**src/rtl/sn_pkg.sv**
```systemverilog
// rtl/sn_pkg.sv - shared types for the neuron-memory weight loader
package sn_pkg;

  localparam int SN_LD_NUM_NEURONS = 100;
  localparam int SN_LD_NUM_REGS    = 42;
  localparam int SN_LD_NEUR_BW     = $clog2(SN_LD_NUM_NEURONS + 1);
  localparam int SN_LD_REG_BW      = $clog2(SN_LD_NUM_REGS);
  localparam int SN_LD_DATA_BW     = 10;

  typedef enum logic [1:0] {
    SN_LD_SET_NEUR       = 2'd0,
    SN_LD_SET_REG        = 2'd1,
    SN_LD_DATA_LO        = 2'd2,
    SN_LD_DATA_HI_COMMIT = 2'd3
  } sn_ld_op_e;

  // One queued memory write; field widths follow the package constants above.
  typedef struct packed {
    logic [SN_LD_NEUR_BW-1:0] neur;
    logic [SN_LD_REG_BW-1:0]  regi;
    logic [SN_LD_DATA_BW-1:0] data;
  } sn_ld_entry_t;

  typedef enum logic [1:0] {
    SN_LD_IDLE  = 2'd0,
    SN_LD_WRITE = 2'd1,
    SN_LD_HOLD  = 2'd2
  } sn_ld_state_e;

endpackage

```
**src/rtl/sn_sync_fifo.sv**
```systemverilog
// rtl/sn_sync_fifo.sv - single-clock FIFO with occupancy count, first-word fall-through read
module sn_sync_fifo #(
  parameter int P_WIDTH = 8,
  parameter int P_DEPTH = 8
) (
  input  logic                         clk,
  input  logic                         rst,
  input  logic                         push,
  input  logic [P_WIDTH-1:0]           push_data,
  input  logic                         pop,
  output logic [P_WIDTH-1:0]           pop_data,
  output logic                         full,
  output logic                         empty,
  output logic [$clog2(P_DEPTH+1)-1:0] count
);

  localparam int AW = $clog2(P_DEPTH);
  localparam int CW = $clog2(P_DEPTH + 1);

  logic [P_WIDTH-1:0] mem [P_DEPTH];
  logic [AW-1:0]      wr_ptr;
  logic [AW-1:0]      rd_ptr;
  logic               do_push;
  logic               do_pop;

  assign do_push  = push & ~full;
  assign do_pop   = pop & ~empty;
  assign full     = (count == CW'(P_DEPTH));
  assign empty    = (count == '0);
  assign pop_data = mem[rd_ptr];

  // Storage array needs no reset; only written entries are ever read.
  always_ff @(posedge clk) begin
    if (do_push) mem[wr_ptr] <= push_data;
  end

  // Pointers wrap naturally because the depth is a power of two.
  always_ff @(posedge clk or negedge rst) begin
    if (!rst) begin
      wr_ptr <= '0;
      rd_ptr <= '0;
      count  <= '0;
    end else begin
      if (do_push) wr_ptr <= wr_ptr + AW'(1);
      if (do_pop)  rd_ptr <= rd_ptr + AW'(1);
      count <= count + CW'(do_push) - CW'(do_pop);
    end
  end

endmodule

```
**src/rtl/sn_wt_loader.sv**
```systemverilog
// rtl/sn_wt_loader.sv - byte command loader for neuron memories; SN_WT_LOADER_CHKSUM_EN adds ld_chksum
module sn_wt_loader
  import sn_pkg::*;
#(
  parameter int P_NUM_NEURONS          = SN_LD_NUM_NEURONS,
  parameter int P_NUM_REGS             = SN_LD_NUM_REGS,
  parameter int P_NEUR_MEM_ADDR_MSB_BW = $clog2(P_NUM_NEURONS + 1),
  parameter int P_NEUR_MEM_ADDR_LSB_BW = $clog2(P_NUM_REGS),
  parameter int P_NEUR_MEM_DATA_BW     = SN_LD_DATA_BW,
  parameter int P_FIFO_DEPTH           = 8
) (
  input  logic                                                   clk,
  input  logic                                                   rst,
  input  logic                                                   cmd_vld,
  output logic                                                   cmd_rdy,
  input  logic [1:0]                                             cmd_op,
  input  logic [7:0]                                             cmd_data,
  input  logic                                                   net_busy,
  input  logic                                                   err_clr,
  output logic                                                   m_we,
  output logic [P_NEUR_MEM_ADDR_MSB_BW+P_NEUR_MEM_ADDR_LSB_BW-1:0] m_waddr,
  output logic [P_NEUR_MEM_DATA_BW-1:0]                          m_wdata,
  output logic                                                   ld_idle,
  output logic                                                   ld_err,
`ifdef SN_WT_LOADER_CHKSUM_EN
  output logic [15:0]                                            ld_chksum,
`endif
  output logic [$clog2(P_FIFO_DEPTH+1)-1:0]                      ld_cnt
);

  localparam int NB = P_NEUR_MEM_ADDR_MSB_BW;
  localparam int RB = P_NEUR_MEM_ADDR_LSB_BW;
  localparam int DB = P_NEUR_MEM_DATA_BW;
  localparam int CW = $clog2(P_FIFO_DEPTH + 1);
  localparam logic [7:0]    NEUR_MAX   = 8'(P_NUM_NEURONS);
  localparam logic [7:0]    REG_NUM    = 8'(P_NUM_REGS);
  localparam logic [NB-1:0] NEUR_LAST  = NB'(P_NUM_NEURONS);
  localparam logic [NB-1:0] NEUR_FIRST = NB'(1);
  localparam logic [RB-1:0] REG_LAST   = RB'(P_NUM_REGS - 1);
  localparam logic [RB-1:0] REG_ONE    = RB'(1);

  sn_ld_op_e    op;
  sn_ld_state_e state, state_nxt;
  sn_ld_entry_t push_entry, pop_entry;
  logic [NB-1:0] cur_neur;
  logic [RB-1:0] cur_reg;
  logic [7:0]    lo_byte;
  logic          lo_vld;
  logic          accept, push, pop, bad_cmd;
  logic          fifo_full, fifo_empty;
  logic [CW-1:0] fifo_cnt, cnt_nxt;
  logic [NB+RB-1:0] wr_addr;
  logic [DB-1:0]    wr_data;

  assign op      = sn_ld_op_e'(cmd_op);
  assign accept  = cmd_vld & cmd_rdy;
  assign push    = accept & (op == SN_LD_DATA_HI_COMMIT);
  assign bad_cmd = accept & (((op == SN_LD_SET_NEUR) & ((cmd_data == 8'd0) | (cmd_data > NEUR_MAX))) |
                             ((op == SN_LD_SET_REG) & (cmd_data >= REG_NUM)));
  assign cnt_nxt = fifo_cnt + CW'(push) - CW'(pop);
  assign ld_cnt  = fifo_cnt;

  assign push_entry.neur = SN_LD_NEUR_BW'(cur_neur);
  assign push_entry.regi = SN_LD_REG_BW'(cur_reg);
  assign push_entry.data = SN_LD_DATA_BW'({cmd_data, (lo_vld ? lo_byte : 8'd0)});
  assign wr_addr = {NB'(pop_entry.neur), RB'(pop_entry.regi)};
  assign wr_data = DB'(pop_entry.data);

  sn_sync_fifo #(
    .P_WIDTH ($bits(sn_ld_entry_t)),
    .P_DEPTH (P_FIFO_DEPTH)
  ) u_fifo (
    .clk       (clk),
    .rst       (rst),
    .push      (push),
    .push_data (push_entry),
    .pop       (pop),
    .pop_data  (pop_entry),
    .full      (fifo_full),
    .empty     (fifo_empty),
    .count     (fifo_cnt)
  );

  // Address pointer and low-byte staging; illegal SET_* leave the pointer alone.
  always_ff @(posedge clk or negedge rst) begin
    if (!rst) begin
      cur_neur <= NEUR_FIRST;
      cur_reg  <= '0;
      lo_byte  <= '0;
      lo_vld   <= 1'b0;
    end else if (accept) begin
      case (op)
        SN_LD_SET_NEUR: if (!bad_cmd) begin
          cur_neur <= NB'(cmd_data);
          cur_reg  <= '0;
        end
        SN_LD_SET_REG: if (!bad_cmd) cur_reg <= RB'(cmd_data);
        SN_LD_DATA_LO: begin
          lo_byte <= cmd_data;
          lo_vld  <= 1'b1;
        end
        default: begin
          lo_vld <= 1'b0;
          if (cur_reg == REG_LAST) begin
            cur_reg  <= '0;
            cur_neur <= (cur_neur == NEUR_LAST) ? NEUR_FIRST : cur_neur + NEUR_FIRST;
          end else begin
            cur_reg <= cur_reg + REG_ONE;
          end
        end
      endcase
    end
  end

  // Sticky error flag; a new illegal command beats a simultaneous clear.
  always_ff @(posedge clk or negedge rst) begin
    if (!rst)         ld_err <= 1'b0;
    else if (bad_cmd) ld_err <= 1'b1;
    else if (err_clr) ld_err <= 1'b0;
  end

  // Drain FSM state register.
  always_ff @(posedge clk or negedge rst) begin
    if (!rst) state <= SN_LD_IDLE;
    else      state <= state_nxt;
  end

  // Drain decision: pop only when the network is not running and not holding.
  always_comb begin
    state_nxt = state;
    pop       = 1'b0;
    case (state)
      SN_LD_IDLE: if (!fifo_empty) begin
        if (net_busy) state_nxt = SN_LD_HOLD;
        else begin
          pop       = 1'b1;
          state_nxt = SN_LD_WRITE;
        end
      end
      SN_LD_WRITE: begin
        if (net_busy)        state_nxt = SN_LD_HOLD;
        else if (fifo_empty) state_nxt = SN_LD_IDLE;
        else begin
          pop = 1'b1;
          if (fifo_cnt == CW'(1) && !push) state_nxt = SN_LD_IDLE;
        end
      end
      SN_LD_HOLD: if (!net_busy) state_nxt = fifo_empty ? SN_LD_IDLE : SN_LD_WRITE;
      default: state_nxt = SN_LD_IDLE;
    endcase
  end

  // Registered write bus and status; idle waits until the last strobe has dropped.
  always_ff @(posedge clk or negedge rst) begin
    if (!rst) begin
      m_we    <= 1'b0;
      m_waddr <= '0;
      m_wdata <= '0;
      ld_idle <= 1'b1;
      cmd_rdy <= 1'b1;
    end else begin
      m_we <= pop;
      if (pop) begin
        m_waddr <= wr_addr;
        m_wdata <= wr_data;
      end
      ld_idle <= (cnt_nxt == '0) & ~pop & ~m_we;
      cmd_rdy <= (cnt_nxt != CW'(P_FIFO_DEPTH));
    end
  end

`ifdef SN_WT_LOADER_CHKSUM_EN
  localparam int FW = ((NB + RB + DB + 15) / 16) * 16;

  function automatic logic [15:0] fold16(input logic [FW-1:0] v);
    logic [15:0] f;
    f = '0;
    for (int i = 0; i < FW / 16; i++) f = f ^ v[i*16 +: 16];
    return f;
  endfunction

  // Running sum of every issued write, folded to 16 bits.
  always_ff @(posedge clk or negedge rst) begin
    if (!rst)         ld_chksum <= '0;
    else if (err_clr) ld_chksum <= '0;
    else if (pop)     ld_chksum <= ld_chksum + fold16(FW'({wr_addr, wr_data}));
  end
`endif

endmodule

```
**config.mk**
```make
export PLATFORM = sky130hd
export DESIGN_NAME = sn_wt_loader
export DESIGN_NICKNAME = d
export VERILOG_FILES = /design/src/rtl/sn_pkg.sv /design/src/rtl/sn_sync_fifo.sv /design/src/rtl/sn_wt_loader.sv
export SDC_FILE = /design/constraint.sdc
export NUM_CORES = 1
export LEC_CHECK = 0
export ABC_AREA = 0
export CAP_MARGIN = 20
export CELL_PAD_IN_SITES_DETAIL_PLACEMENT = 0
export CELL_PAD_IN_SITES_GLOBAL_PLACEMENT = 1
export CORE_ASPECT_RATIO = 1.2
export CORE_MARGIN = 5
export CORE_UTILIZATION = 44
export DETAILED_ROUTE_END_ITERATION = 6
export PLACE_DENSITY_LB_ADDON = 0.05
export SLEW_MARGIN = 15
export SYNTH_ARGS = -nofsm -noshare
export SYNTH_HDL_FRONTEND = slang
export SYNTH_SLANG_ARGS = --single-unit
```
**constraint.sdc**
```tcl
create_clock -name clk -period 7.35 [get_ports clk]
set_clock_uncertainty 0.15 [all_clocks]
set_input_delay 0.735 -clock clk [delete_from_list [all_inputs] [get_ports clk]]
set_output_delay 0.735 -clock clk [all_outputs]
set_load 0.01 [all_outputs]
```
# After elaboration in Yosys (flattened, before gate mapping)
# Memory sizes are Yosys's and may differ from the RTL's. A register that Yosys moved wholly into a read port is not among the register bits.
# Cells that the tools add are included.
# word_totals
register_bits,38
latchBits,0
ramBits,184
rom_bits,0
output_inout_bits,31
memories,1
# memory_table
memory,depth,width,read_ports,rd_ports_with_merged_regs,wr,line_no,rtl
u_fifo.mem,8,23,1,1,1,sn_sync_fifo.sv:20,logic [P_WIDTH-1:0] mem [P_DEPTH];
# classes
n_addsub,8
mul,0
n_div,0
n_lt_le_gt_ge,2
n_eq_ne,15
n_shift,0
muxes,27
n_bitwise,18
n_reduce_logical,17
# op_table
operator,n
two-way mux 7 bit,3
two-way mux 6 bit,3
one-hot mux 6 bit (3 select lines),1
one-hot mux 7 bit (2 select lines),1
two-way mux 2 bit,6
AND 1 bit,9
two-way mux 1 bit,9
adder 4 x 1 -> 4 bit,2
>= comparator 8 x 6 -> 1 bit (second input constant),1
> comparator 8 x 7 -> 1 bit (second input constant),1
logical NOT 4 bit,2
logical NOT 8 bit,1
two-way mux 8 bit,1
!= test 2 bit (second input constant),4
!= test 4 bit (second input constant),2
AND reduction 4 bit,2
subtractor 4 x 1 -> 4 bit,2
adder 7 x 1 -> 7 bit (second input constant),1
== test 7 bit (second input constant),1
NOT 1 bit,7
adder 3 x 1 -> 3 bit (second input constant),2
adder 6 x 1 -> 6 bit (second input constant),1
== test 2 bit (second input constant),3
== test 6 bit (second input constant),1
13 further kinds,21

# Depth between registers and ports, before layout
# logic_depth
ltp_word,8
depth_mapped,12
ltp_nobuf,11

# By module
# Synthesis repeated with hierarchy kept, for this count alone.
# hier_totals
hier_cells,576
hier_area_um2,10333.7
# by_module_without_submodules
module,n_inst,cells_per_inst,area_per_inst_um2,seq_area_each_um2
sn_sync_fifo,1,323,7571.0,5775.5
sn_wt_loader,1,253,2762.6,1280.0

# Least setup slack after synthesis
# No wires, ideal clock.
# synth_timing
path_type,input to register
from,input port cmd_op[0]
to,memory u_fifo.mem[1][0] in the netlist's numbering (enable)
arrival_ps,3097
path_slack_ps,3671
cell_stages,5
path_cell_list,ha_1 > nand3_1 > a21oi_1 > nand2_1 > nor3_1
# synth_via
elab_chain_len,5
# synth_lines
element,line_no,rtl
"start, declared",sn_wt_loader.sv:16,"input logic [1:0] cmd_op,"
== test 2 bit,sn_wt_loader.sv:57,assign push = accept & (op == SN_LD_DATA_HI_COMMIT);
AND 1 bit,sn_wt_loader.sv:57,
AND 1 bit,sn_sync_fifo.sv:26,assign do_push = push & ~full;
via u_fifo.do_push,sn_sync_fifo.sv:23,logic do_push;
two-way mux 1 bit,sn_sync_fifo.sv:34,if (do_push) mem[wr_ptr] <= push_data;
two-way mux 1 bit (not written as such),sn_sync_fifo.sv:34,
"end, declared",sn_sync_fifo.sv:20,
# The timed path passes the listed nets, and every way through them passes these cells.

# Worst setup path after layout
# layout_timing
from,input port cmd_op[0]
to,memory u_fifo.mem[0][15] in the netlist's numbering (enable)
# Same word-level chain as after synthesis.

==> metrics.txt <==
status=finished, final reports clean; largest family of logic cells by synthesized area=multiplexers; max FFs per register=184; largest registers=u_fifo.mem x184, m_waddr x13, m_wdata x10; RSZ-0062 raised after global routing=false; cell taking the most area after synthesis=edfxtp_1; Max-slew headroom=about 32%; # IOs=46; Critical path destination=u_fifo.mem[0][15]; clock tree buffer depth=3; Ys Warns=0; Routed Antenna Nets=0; Post-Synth Adder-Cell Area=2.77%; Reg with most FFs=u_fifo.mem; layout cells sized above 1=roughly a fifth; core area=22400 um^2; vias in the first global route=5673; Rows=60; Yosys cell types=about 60; largest net degree at the start of global routing=62; compound-gate portion of the synthesized area=4.76%; # Post-CTS Setup Buffers=0; Die Ht=176 um; fin nets=679; CTS Hold Bufs=0; FMAX=290 MHz; DRC=0; arrival time worst endpoint=3.49 ns; RR Endpoint=u_fifo.mem[0][15]; initial antenna violation count=0; Simple-Gate Fraction of Synth Area=between 5 and 6%; Mapped Avg Cell Area=17.2 um^2; area added between synthesis and finish=16.4%; Vias=5308; non-filler instance count after layout=940; mux cell area share after synthesis=14.2%; # diodes=0; synth top area cells=edfxtp_1, dfrtp_1, mux4_2, mux2i_1, ha_1; crit path max fanout=13; Yosys top cell area share=55.0%; fin util=52.1%; placed cells=approximately 900; register bit count reported by yosys=245; grt ovf=0; Fill cells=1847; first-pass GRT wire length=33.5 mm; CTS tree=built; clk sinks=245; crit path from=cmd_op[0]; CP Capture Type=flip-flop; Total Routing Usage GR=16.6%; setup_tns=0 ns; vias per inst=roughly 5.6; initial core utilization=44.7%; leak pwr=about 4.1 nW; max-slew violations=0; CP Launch Type=input pin; drt wl/cell=between 20 and 25 um; DRT Pass-1 Iters=4; Worst-path clk slew=0.06 ns; H-tree depth=1; Final min period=3.45 ns; Synth Flop Type=edfxtp_1; async set-reset flop share out of synthesis=between 20% and 30%; period utilization=46.9%; Worst-Skew Late Latency=0.50 ns; DP HPWL=12.8 mm; Worst-Margin Slew=1.01 ns; Finish-stage setup viols=0; Starting DRT DRC Count=306; IO Port Bufs=45; clk root buf=clkbuf_16; pwr/cell area=378 nW/um^2; worst ir drop on vdd=0.160 mV; Worst Path Required=7.39 ns; Die W=148 um; Synth Area in XOR/XNOR=less than 1%; setup slack, reg-to-reg=4.23 ns; Post-CTS Resized=0; Num CTS Buffers=25; hold slack=approximately 0.27 ns; reg2reg start=cmd_rdy; Post-synth EDFFs=184; GP Congestion=0.770; Hold Crit Class=in -> async; reg2reg path depth=5; synthesized area=10000 um^2; Cells after Synth=585; Die ar.=26000 um^2; register area share after synthesis=70.3%; Final Hold Fails=0; syn_nets=621; max-cap violations=0; DRT Wirelength=around 21 mm; Setup CP Type=in -> reg; total power=about 4.4 mW
==> Yosys cell counts (4+ instances only) <==
| cell | instances |
|---|---|
| xor2_1 | 6 |
| buf_1 | 4 |
| edfxtp_1 | 184 |
| mux4_2 | 46 |
| o41ai_1 | 4 |
| a21oi_1 | 32 |
| o31ai_1 | 5 |
| nor4_1 | 4 |
| nand2b_1 | 4 |
| clkbuf_1 | 14 |
| ha_1 | 19 |
| mux2_2 | 12 |
| nand2_1 | 19 |
| nor2_1 | 41 |
| and2_1 | 8 |
| mux2i_1 | 25 |
| nand3_1 | 8 |
| nor3_1 | 7 |
| dfrtp_1 | 58 |
| buf_2 | 6 |
| inv_1 | 18 |
| and3_1 | 5 |
==> routing by layer <==
metal,track usage [%],up-vias,share of wire (%)
met1,22.9,2743,43
li1,-,2410,-
met5,0,-,0
met2,28.3,126,51
met3,2.55,29,4.6
met4,3.54,0,1.5
==> critical path, stage by stage <==
cell,delay [ns]
clkdlybuf4s50_1,0.51
ha_1,0.15
nand3_1,0.15
a21oi_1,0.47
nand2b_1,0.29
nor3_2,0.79
buf_4,0.37
==> placed cells by master, fill, tap and decap left out, drive strengths merged, types with 4 or more instances in the layout <==
cell             n
edfxtp         184
dfrtp           58
mux4            46
clkdlybuf4s50   44
nor2            41
a21oi           32
clkbuf          29
mux2i           25
nand2           19
ha              19
inv             18
buf             14
mux2            12
clkinv           9
nand3            8
and2             8
nor3             7
xor2             6
o31ai            6
and3             5
nor4             5
o21ai            5
nand2b           4
o41ai            4
bufinv           4
==> layout make-up <==
class                      instances  area, um^2  area share, %
clock inverter                    16         189           1.62
tap                              279         349           2.99
inverter                          18        67.6          0.578
clock buffer                      29         641           5.48
sequential                       245        7060           60.4
multi-input combinational        295        2840           24.3
timing repair buffer              58         543           4.65
==> stage by stage <==
step                instance area [um^2]  worst slack [ns]
floorplan                          10000              3.67
global route                       11700              3.63
CTS                                11700              3.85
finish                             11700              3.90
detailed placement                 10900              3.31
global placement                   10900              3.41
==> cell families after synthesis <==
logic type               count (synthesis)
flip-flops                             245
AND/OR/NAND/NOR                        111
multiplexers                            83
AO/OA/AOI/OAI                           72
buffers and inverters                   45
adder cells (fa/ha/maj)                 21
XOR/XNOR                                 8
==> report_power, final <==
group / switching [mW] / internal, mW
logic: 0.610 / 0.611
clock network: 0.507 / 0.765
registers: 0.179 / 1.75
==> worst min path at each step <==
stage	slack, ns	start	to
after global routing	0.30	m_we	ld_idle
after global placement	0.25	m_we	ld_idle
after detailed placement	0.25	m_we	ld_idle
after CTS	0.28	m_we	ld_idle
after floorplan	0.29	rst	cur_neur[1]
final	0.27	rst	m_wdata[5]
No activity file was read; power rests on OpenSTA's default activity.
